File: config.mk
export PLATFORM = sky130hd
export DESIGN_NAME = matrix_scan_driver
export DESIGN_NICKNAME = d
export VERILOG_FILES = /design/src/rtl/matrix_scan_driver.sv
export SDC_FILE = /design/constraint.sdc
export NUM_CORES = 1
export LEC_CHECK = 0
export ABC_AREA = 1
export CORE_MARGIN = 2
export CORE_UTILIZATION = 63
export CTS_BUF_LIST = sky130_fd_sc_hd__clkbuf_4
export DETAILED_ROUTE_END_ITERATION = 6
export PLACE_DENSITY = 0.82
export RECOVER_POWER = 100
export SLEW_MARGIN = 20
export SYNTH_ARGS = -nofsm -noshare
export SYNTH_HDL_FRONTEND = slang
export SYNTH_SLANG_ARGS = --single-unit
File: constraint.sdc
create_clock -name clk -period 1.5 [get_ports clk]
set_input_delay 0.3 -clock clk [delete_from_list [all_inputs] [get_ports clk]]
set_output_delay 0.3 -clock clk [all_outputs]
set_load 0.02 [all_outputs]
File: src/rtl/matrix_scan_driver.sv
`default_nettype none
// +-----------------------------------------------------------------------------+
// | matrix_scan_driver                                                          |
// | Captures a 64-pixel serial frame into a back buffer, swaps it to the front  |
// | buffer at the scan-frame boundary, and row-scans an 8x8 LED matrix.         |
// | Optional: define SCAN_BLANK_EN to insert BLANK_CYCLES of blanking per row.  |
// | Revision: 1.0                                                               |
// +-----------------------------------------------------------------------------+
module matrix_scan_driver #(
  parameter int ROW_CYCLES   = 16,
  parameter int BLANK_CYCLES = 2
) (
  input  logic       clk,
  input  logic       rst,
  input  logic       frame_sync,
  input  logic [3:0] pixel_data,
  output logic [7:0] row_sel,
  output logic [7:0] col_data,
  output logic       capture_busy,
  output logic       frame_done,
  output logic       frame_err,
  output logic       overrun
);

  localparam int c_MAX_CYC = (ROW_CYCLES > BLANK_CYCLES) ? ROW_CYCLES : BLANK_CYCLES;
  localparam int c_CNT_W   = (c_MAX_CYC > 1) ? $clog2(c_MAX_CYC) : 1;
  localparam logic [c_CNT_W-1:0] c_ROW_LAST = c_CNT_W'(ROW_CYCLES - 1);
`ifdef SCAN_BLANK_EN
  localparam logic [c_CNT_W-1:0] c_BLANK_LAST = c_CNT_W'(BLANK_CYCLES - 1);
`endif

  typedef enum logic [0:0] {C_IDLE = 1'b0, C_CAP = 1'b1} cap_state_t;
  typedef enum logic [0:0] {S_ROW = 1'b0, S_BLANK = 1'b1} scan_state_t;

  // Capture side
  cap_state_t       r_cap_state, w_cap_next;
  logic [5:0]       r_pix_cnt, w_pix_next;
  logic             r_capture_busy, w_busy_next;
  logic             r_frame_done, w_done_next;
  logic             r_frame_err, w_err_next;
  logic             w_set_pend;
  logic             w_wr_en;
  logic [7:0][7:0]  r_back;

  // Buffer hand-off
  logic [7:0][7:0]  r_front;
  logic             r_swap_pend;
  logic             r_overrun;

  // Scan side
  scan_state_t      r_scan_state, w_scan_next;
  logic [2:0]       r_row_cnt, w_row_next;
  logic [c_CNT_W-1:0] r_cyc_cnt, w_cyc_next;
  logic             w_wrap;
  logic [7:0]       r_row_sel;
  logic [7:0]       r_col_data;

  always_comb begin
    w_cap_next  = r_cap_state;
    w_pix_next  = r_pix_cnt;
    w_busy_next = r_capture_busy;
    w_done_next = 1'b0;
    w_err_next  = 1'b0;
    w_set_pend  = 1'b0;
    w_wr_en     = 1'b0;
    if (frame_sync) begin
      w_cap_next  = C_CAP;
      w_pix_next  = 6'd0;
      w_busy_next = 1'b1;
      w_err_next  = (r_cap_state == C_CAP);
    end else if (r_cap_state == C_CAP) begin
      w_wr_en    = 1'b1;
      w_pix_next = r_pix_cnt + 6'd1;
      if (r_pix_cnt == 6'd63) begin
        w_cap_next  = C_IDLE;
        w_busy_next = 1'b0;
        w_set_pend  = 1'b1;
        w_done_next = 1'b1;
      end
    end
  end

  always_ff @(posedge clk) begin
    if (rst) begin
      r_cap_state    <= C_IDLE;
      r_pix_cnt      <= 6'd0;
      r_capture_busy <= 1'b0;
      r_frame_done   <= 1'b0;
      r_frame_err    <= 1'b0;
      r_back         <= '0;
    end else begin
      r_cap_state    <= w_cap_next;
      r_pix_cnt      <= w_pix_next;
      r_capture_busy <= w_busy_next;
      r_frame_done   <= w_done_next;
      r_frame_err    <= w_err_next;
      if (w_wr_en) begin
        r_back[r_pix_cnt[5:3]][r_pix_cnt[2:0]] <= |pixel_data;
      end
    end
  end

  // A freshly completed frame wins over a same-cycle wrap, so it waits for the next wrap.
  always_ff @(posedge clk) begin
    if (rst) begin
      r_front     <= '0;
      r_swap_pend <= 1'b0;
      r_overrun   <= 1'b0;
    end else begin
      r_overrun <= 1'b0;
      if (w_wrap && r_swap_pend) begin
        r_front <= r_back;
      end
      if (w_set_pend) begin
        r_swap_pend <= 1'b1;
      end else if (w_wrap && r_swap_pend) begin
        r_swap_pend <= 1'b0;
      end else if (frame_sync && r_swap_pend) begin
        r_swap_pend <= 1'b0;
        r_overrun   <= 1'b1;
      end
    end
  end

  always_comb begin
    w_scan_next = r_scan_state;
    w_row_next  = r_row_cnt;
    w_cyc_next  = (r_cyc_cnt == {c_CNT_W{1'b1}}) ? r_cyc_cnt : r_cyc_cnt + c_CNT_W'(1);
    w_wrap      = 1'b0;
    case (r_scan_state)
      S_ROW: begin
        if (r_cyc_cnt == c_ROW_LAST) begin
          w_cyc_next = '0;
`ifdef SCAN_BLANK_EN
          w_scan_next = S_BLANK;
`else
          w_row_next = r_row_cnt + 3'd1;
          w_wrap     = (r_row_cnt == 3'd7);
`endif
        end
      end
      S_BLANK: begin
`ifdef SCAN_BLANK_EN
        if (r_cyc_cnt == c_BLANK_LAST) begin
          w_scan_next = S_ROW;
          w_cyc_next  = '0;
          w_row_next  = r_row_cnt + 3'd1;
          w_wrap      = (r_row_cnt == 3'd7);
        end
`else
        w_scan_next = S_ROW;
        w_cyc_next  = '0;
`endif
      end
      default: begin
        w_scan_next = S_ROW;
        w_cyc_next  = '0;
      end
    endcase
  end

  // Outputs lag the scan state by one clock, so row 0 after a wrap sees the new front.
  always_ff @(posedge clk) begin
    if (rst) begin
      r_scan_state <= S_ROW;
      r_row_cnt    <= 3'd0;
      r_cyc_cnt    <= '0;
      r_row_sel    <= 8'h00;
      r_col_data   <= 8'h00;
    end else begin
      r_scan_state <= w_scan_next;
      r_row_cnt    <= w_row_next;
      r_cyc_cnt    <= w_cyc_next;
      r_row_sel    <= (r_scan_state == S_ROW) ? (8'h01 << r_row_cnt) : 8'h00;
      r_col_data   <= (r_scan_state == S_ROW) ? r_front[r_row_cnt] : 8'h00;
    end
  end

  assign row_sel      = r_row_sel;
  assign col_data     = r_col_data;
  assign capture_busy = r_capture_busy;
  assign frame_done   = r_frame_done;
  assign frame_err    = r_frame_err;
  assign overrun      = r_overrun;

endmodule
`default_nettype wire

== After elaboration in Yosys (flattened, before gate mapping) ==
Cells that the tools add are included.
Word-level totals
  output and inout bits: 20
  register bits: 163
  logic and storage cells: 76
Operators by class
  bitwise gates (word level): 1
  add/sub/neg operators: 3
  magnitude comparators: 5
  shift-type cells: 1
  muxes and demuxes: 23
  eq/ne operators: 3
  reduce and logical (&&, ||, !) cells: 13
Operator list (number)
  $bwmux 64: 1
  $bmux 8 s3: 1
  $demux 8 s3: 1
  $mux 1: 17
  $mux 8: 2
  $lt 3x4->1 const B: 3
  $shl 1x3->8 const A: 1
  $add 6x1->6 const B: 1
  $eq 6x6->1 const B: 1
  $ge 3x1->1 const B: 2
  $reduce_or 2->1: 3
  $add 4x1->4 const B: 1
  $eq 4x4->1 const B: 1
  $logic_and 1x1->1: 4
  $reduce_bool 2->1: 2
  $reduce_or 4->1: 1
  $add 3x1->3 const B: 1
  $demux 1 s3: 1
  $eq 3x3->1 const B: 1
  $reduce_bool 3->1: 1
  $reduce_or 3->1: 1
  $reduce_and 2->1: 1
  $not 1->1: 1

== Logic depth before layout (Yosys ltp) ==
  word-level depth: 7
  mapped depth: 8

== Least setup slack after synthesis ==
Ideal clock, no wire load.
  path type: register to register
  start: reg r_row_cnt[0]
  end: reg r_row_cnt[1]
  path buffers: 2
  clock period less this slack: 1.384 ns
  arrival time: 1.261 ns
  setup time: 0.123 ns
  setup slack: 0.116 ns
  cell stages (with the launch flop): 7
  data required time: 1.377 ns
  path through: dfxtp_1 -> clkbuf_1 -> inv_1 -> buf_2 -> ha_1 -> o21ai_0 -> a21oi_1
Between the ends
  word-level cells in the longest chain between the ends: 1
Ends and longest elaborated chain
  start: declaration: RTL line 52  | logic [2:0] r_row_cnt, w_row_next;
  start signal: assignment: RTL line 172  | r_row_cnt <= w_row_next;
  $add 3x1->3: RTL line 137  | w_row_next = r_row_cnt + 3'd1;
No other way between the ends.
A chain may end at the register's enable or synchronous reset.

== Final worst setup path ==
  start: reg r_cyc_cnt[1]
  end: reg r_front[61] in the netlist's numbering
Between the ends
  word-level cells in the longest chain between the ends: 3
Ends and longest elaborated chain
  start: declaration: RTL line 53  | logic [c_CNT_W-1:0] r_cyc_cnt, w_cyc_next;
  start signal: assignment: RTL line 173  | r_cyc_cnt <= w_cyc_next;
  $eq 4x4->1: RTL line 132  | if (r_cyc_cnt == c_ROW_LAST) begin
  $mux 1: RTL line 132
  $logic_and 1x1->1: RTL line 111  | if (w_wrap && r_swap_pend) begin
  end signal: assignment: RTL line 112  | r_front <= r_back;
  end: declaration: RTL line 46  | logic [7:0][7:0] r_front;
No other way between the ends.

==> reports/metrics.csv <==
stage,metric,value,unit
timing,"Setup violations, final",62,
worst_setup_path,largest fanout on the critical path,7,
global_route,Total GRT Usage,28.59,%
placed_design,DP Wirelength,10900,microns
status,failing checks,setup timing,
die,Die Y,109.5,microns
layout,fin cells,1175,
timing,Fmax,0.5837,GHz
power_and_ir_drop,Gate power share,5.1,%
clock_tree,TritonCTS clock tree,yes,
worst_setup_path,CP peak stage delay,0.37,ns
die,Ports,27,
layout,post-layout util,77.26,%
layout,area of the multi-input gates,3349,sq um
power_and_ir_drop,Sw Pwr,1.774,mW
flow_run,Max-cap violations,0,
timing,Final WS setup,-0.2131,ns
global_route,largest net degree at the start of global routing,47,
global_route,antenna violations before repair,0,
routing,DR iter-0 viols,622,
timing,Worst slew margin,77.05,%
synth,post-synthesis sequential area ratio,46.57,%
worst_setup_path,"Slowest-stage cell, CP",dfxtp_2,
global_route,vias in the first global route,5667,
power_and_ir_drop,Sw Share,23.51,%
clock_tree,CTS Buf Count,17,
timing,Fin. Hold Viols,0,
clock_tree,H-tree depth,4,
clock_tree,clk sinks,163,
timing,RSZ-0062 raised after global routing,yes,
timing,post-layout min period,1.713,ns
synth,cell area after synthesis,7007,sq um
timing,fin crit share,114.2,%
power_and_ir_drop,pwr/cell area,900.7,nW/um^2
timing,Final Max Tran Viols,0,
power_and_ir_drop,part of the power in registers,58.0,%
routing,vias per cell,5.617,
routing,via count,6600,
worst_setup_path,crit-path cells,ha_4 > nand2_4 > nor2_4 > nand3_4 > buf_12 > clkbuf_16 > o21ai_0 > nor2_1,
synth,Synth Area in XOR/XNOR,0.1250,%
die,Initial Utilization,64.64,%
worst_setup_path,Crit Path Category,reg2reg,
hold_path,worst min-delay path category,in2reg,
placed_design,pre-CTS setup slack,-0.1857,ns
worst_setup_path,CP Capture Type,flip-flop,
synth,post-synthesis compound-gate area fraction,12.14,%
placed_design,I/O Buffers,26,
die,core area,10840,sq um
worst_setup_path,Critical Path AT,2.17,ns
layout,area added between synthesis and finish,19.54,%
synth,Post-Syn Area per Cell,7.231,sq um
synth,Post-Synth Adder-Cell Area,1.250,%
layout,fillers,774,
power_and_ir_drop,Power Internal,5.770,mW
layout,layout cells sized above 1,18.55,%
timing,Clock Skew,0.01560,ns
layout,diode count,0,
die,num rows,38,
clock_tree,Max clock buf depth,2,
timing,Sum Neg Setup Slack,-2.240,ns
placed_design,GP Congestion,0.8844,
routing,DR pass1 iterations,6,
synth,Syn Inst Count,969,
power_and_ir_drop,total power,7.543,mW
synth,Seq cells post-synth,163,
clock_tree,Worst-path clk slew,0.12,ns
layout,Nets,1037,
worst_setup_path,critical path launch point type,flip-flop,
placed_design,Placed Cells,1126,
synth,largest family of logic cells by synthesized area,simple AND/OR/NAND/NOR gates,
layout,FF/Latch Area,3271,sq um
synth,mux cell area share after synthesis,0,%
routing,Post-DRT Antenna Nets,0,
power_and_ir_drop,Clk network pwr share,36.9,%
die,Die ar.,11980,sq um
routing,# DRC,0,
synth,Post-Synth Simple-Gate Area,32.04,%
routing,Routed WL,18690,microns
clock_tree,CTS root buf,clkbuf_4,
die,Die X,109.5,microns
worst_setup_path,FF-to-FF setup slack,-0.21,ns
synth,post-synthesis cell type count,28,
status,outcome,"finished, violations left",
global_route,first-pass GRT wire length,26680,microns
global_route,gr ovfl total,0,
power_and_ir_drop,leak pwr,3.423,nW
synth,net count after synthesis,983,
synth,Ys Warns,0,
timing,measured slew at the worst slew-check pin,0.3439,ns
power_and_ir_drop,Max VDD drop,0.0009066,V
worst_setup_path,CP required,1.96,ns
routing,wire length per cell,15.91,microns
clock_tree,Clock Latency Late Sink,0.58,ns
==> final timing paths <==
path,from,endpoint,depth (start not counted)
worst max register to register,r_cyc_cnt[1],r_front[61],8
worst min-delay path,frame_sync,frame_err,3
worst max-delay path,r_cyc_cnt[1],r_front[61],8
worst min register to register,capture_busy,capture_busy,2
==> cells in the mapped netlist (all sizes together) <==
library cell	count	area, sq um
a211oi	1	7.510
buf	45	349.1
nor2	310	1256
ha	7	87.58
clkbuf	11	41.29
a21oi	63	337.8
nor3	3	15.01
clkinv	1	3.750
nor3b	1	7.510
dfxtp	163	3263
xor2	1	8.760
nand3	78	417.9
o21ai	101	505.5
nand2	142	548.0
inv	42	157.7
==> worst max-delay path: cells and delay by family, from the launching register on <==
kind	cells	cell delay, ns
and+or+nand+nor	4	0.46
DFF	1	0.37
buffers and inverters	2	0.35
AOI/OAI and AO/OA	1	0.26
adders and majority gates	1	0.16
==> final cells by class <==
type                       instances  area share, %
sequential                       163          39.05
clock inverter                    14          2.017
multi-input combinational        707          39.99
clock buffer                      17          1.524
tap                              140          2.091
timing repair buffer              91          13.19
inverter                          43          2.136
==> stage by stage <==
stage          hold slack [ns]  cell area [sq um]
6_report                0.3946               8376
4_1_cts                 0.3698               7883
2_1_floorplan           0.4175               7007
5_1_grt                 0.4014               8376
3_3_place_gp            0.4550               7551
3_5_place_dp            0.4629               7551
==> metal layers <==
metal / GRT usage [%] / routed length [microns] / vias up
li1: - / - / 3215
met1: 37.87 / 7690 / 3026
met2: 45.94 / 9079 / 306
met3: 5.868 / 1433 / 53
met4: 11.03 / 486 / 0
met5: 0 / 0 / -
==> placed cells by master, fill, tap and decap left out, types with 12 or more instances in the layout <==
master,count
nor2_1,281
dfxtp_1,157
clkbuf_4,17
buf_12,16
nand3_1,74
nor2_4,12
o21ai_2,20
nand2_1,137
inv_1,33
o21ai_0,53
nor2_2,17
buf_4,34
a21oi_1,57
o21ai_1,28
==> state kept, by name (all words and copies together) (netlist names), 3 cells and up <==
name	count
r_back	64
r_front	64
col_data	8
row_sel	8
r_pix_cnt	6
r_cyc_cnt	4
r_row_cnt	3
==> repair_timing <==
item | CTS | global route
pin swaps | 1 | 8
hold buffers | 0 | 0
resized for setup | 62 | 98
endpoints found under the setup margin | 77 | 98
gates cloned | 0 | 13
buffers inserted | 0 | 5
==> cells by family after synthesis <==
family	after synthesis
AOI/OAI and AO/OA	165
xor gates and xnor gates	1
adders and majority gates	7
buffers and inverters	99
DFF	163
and+or+nand+nor	534
==> power groups by stage <==
stage                     registers [mW]  logic, mW  clock network (mW)
after detailed placement            4.47      0.356                   0
after CTS                           4.37      0.356                2.78
final                               4.38      0.384                2.78
after global placement              4.46      0.351                   0
after floorplan                     4.46      0.235                   0
after global routing                4.38      0.424                2.97
(Power assumes the default switching activity.)
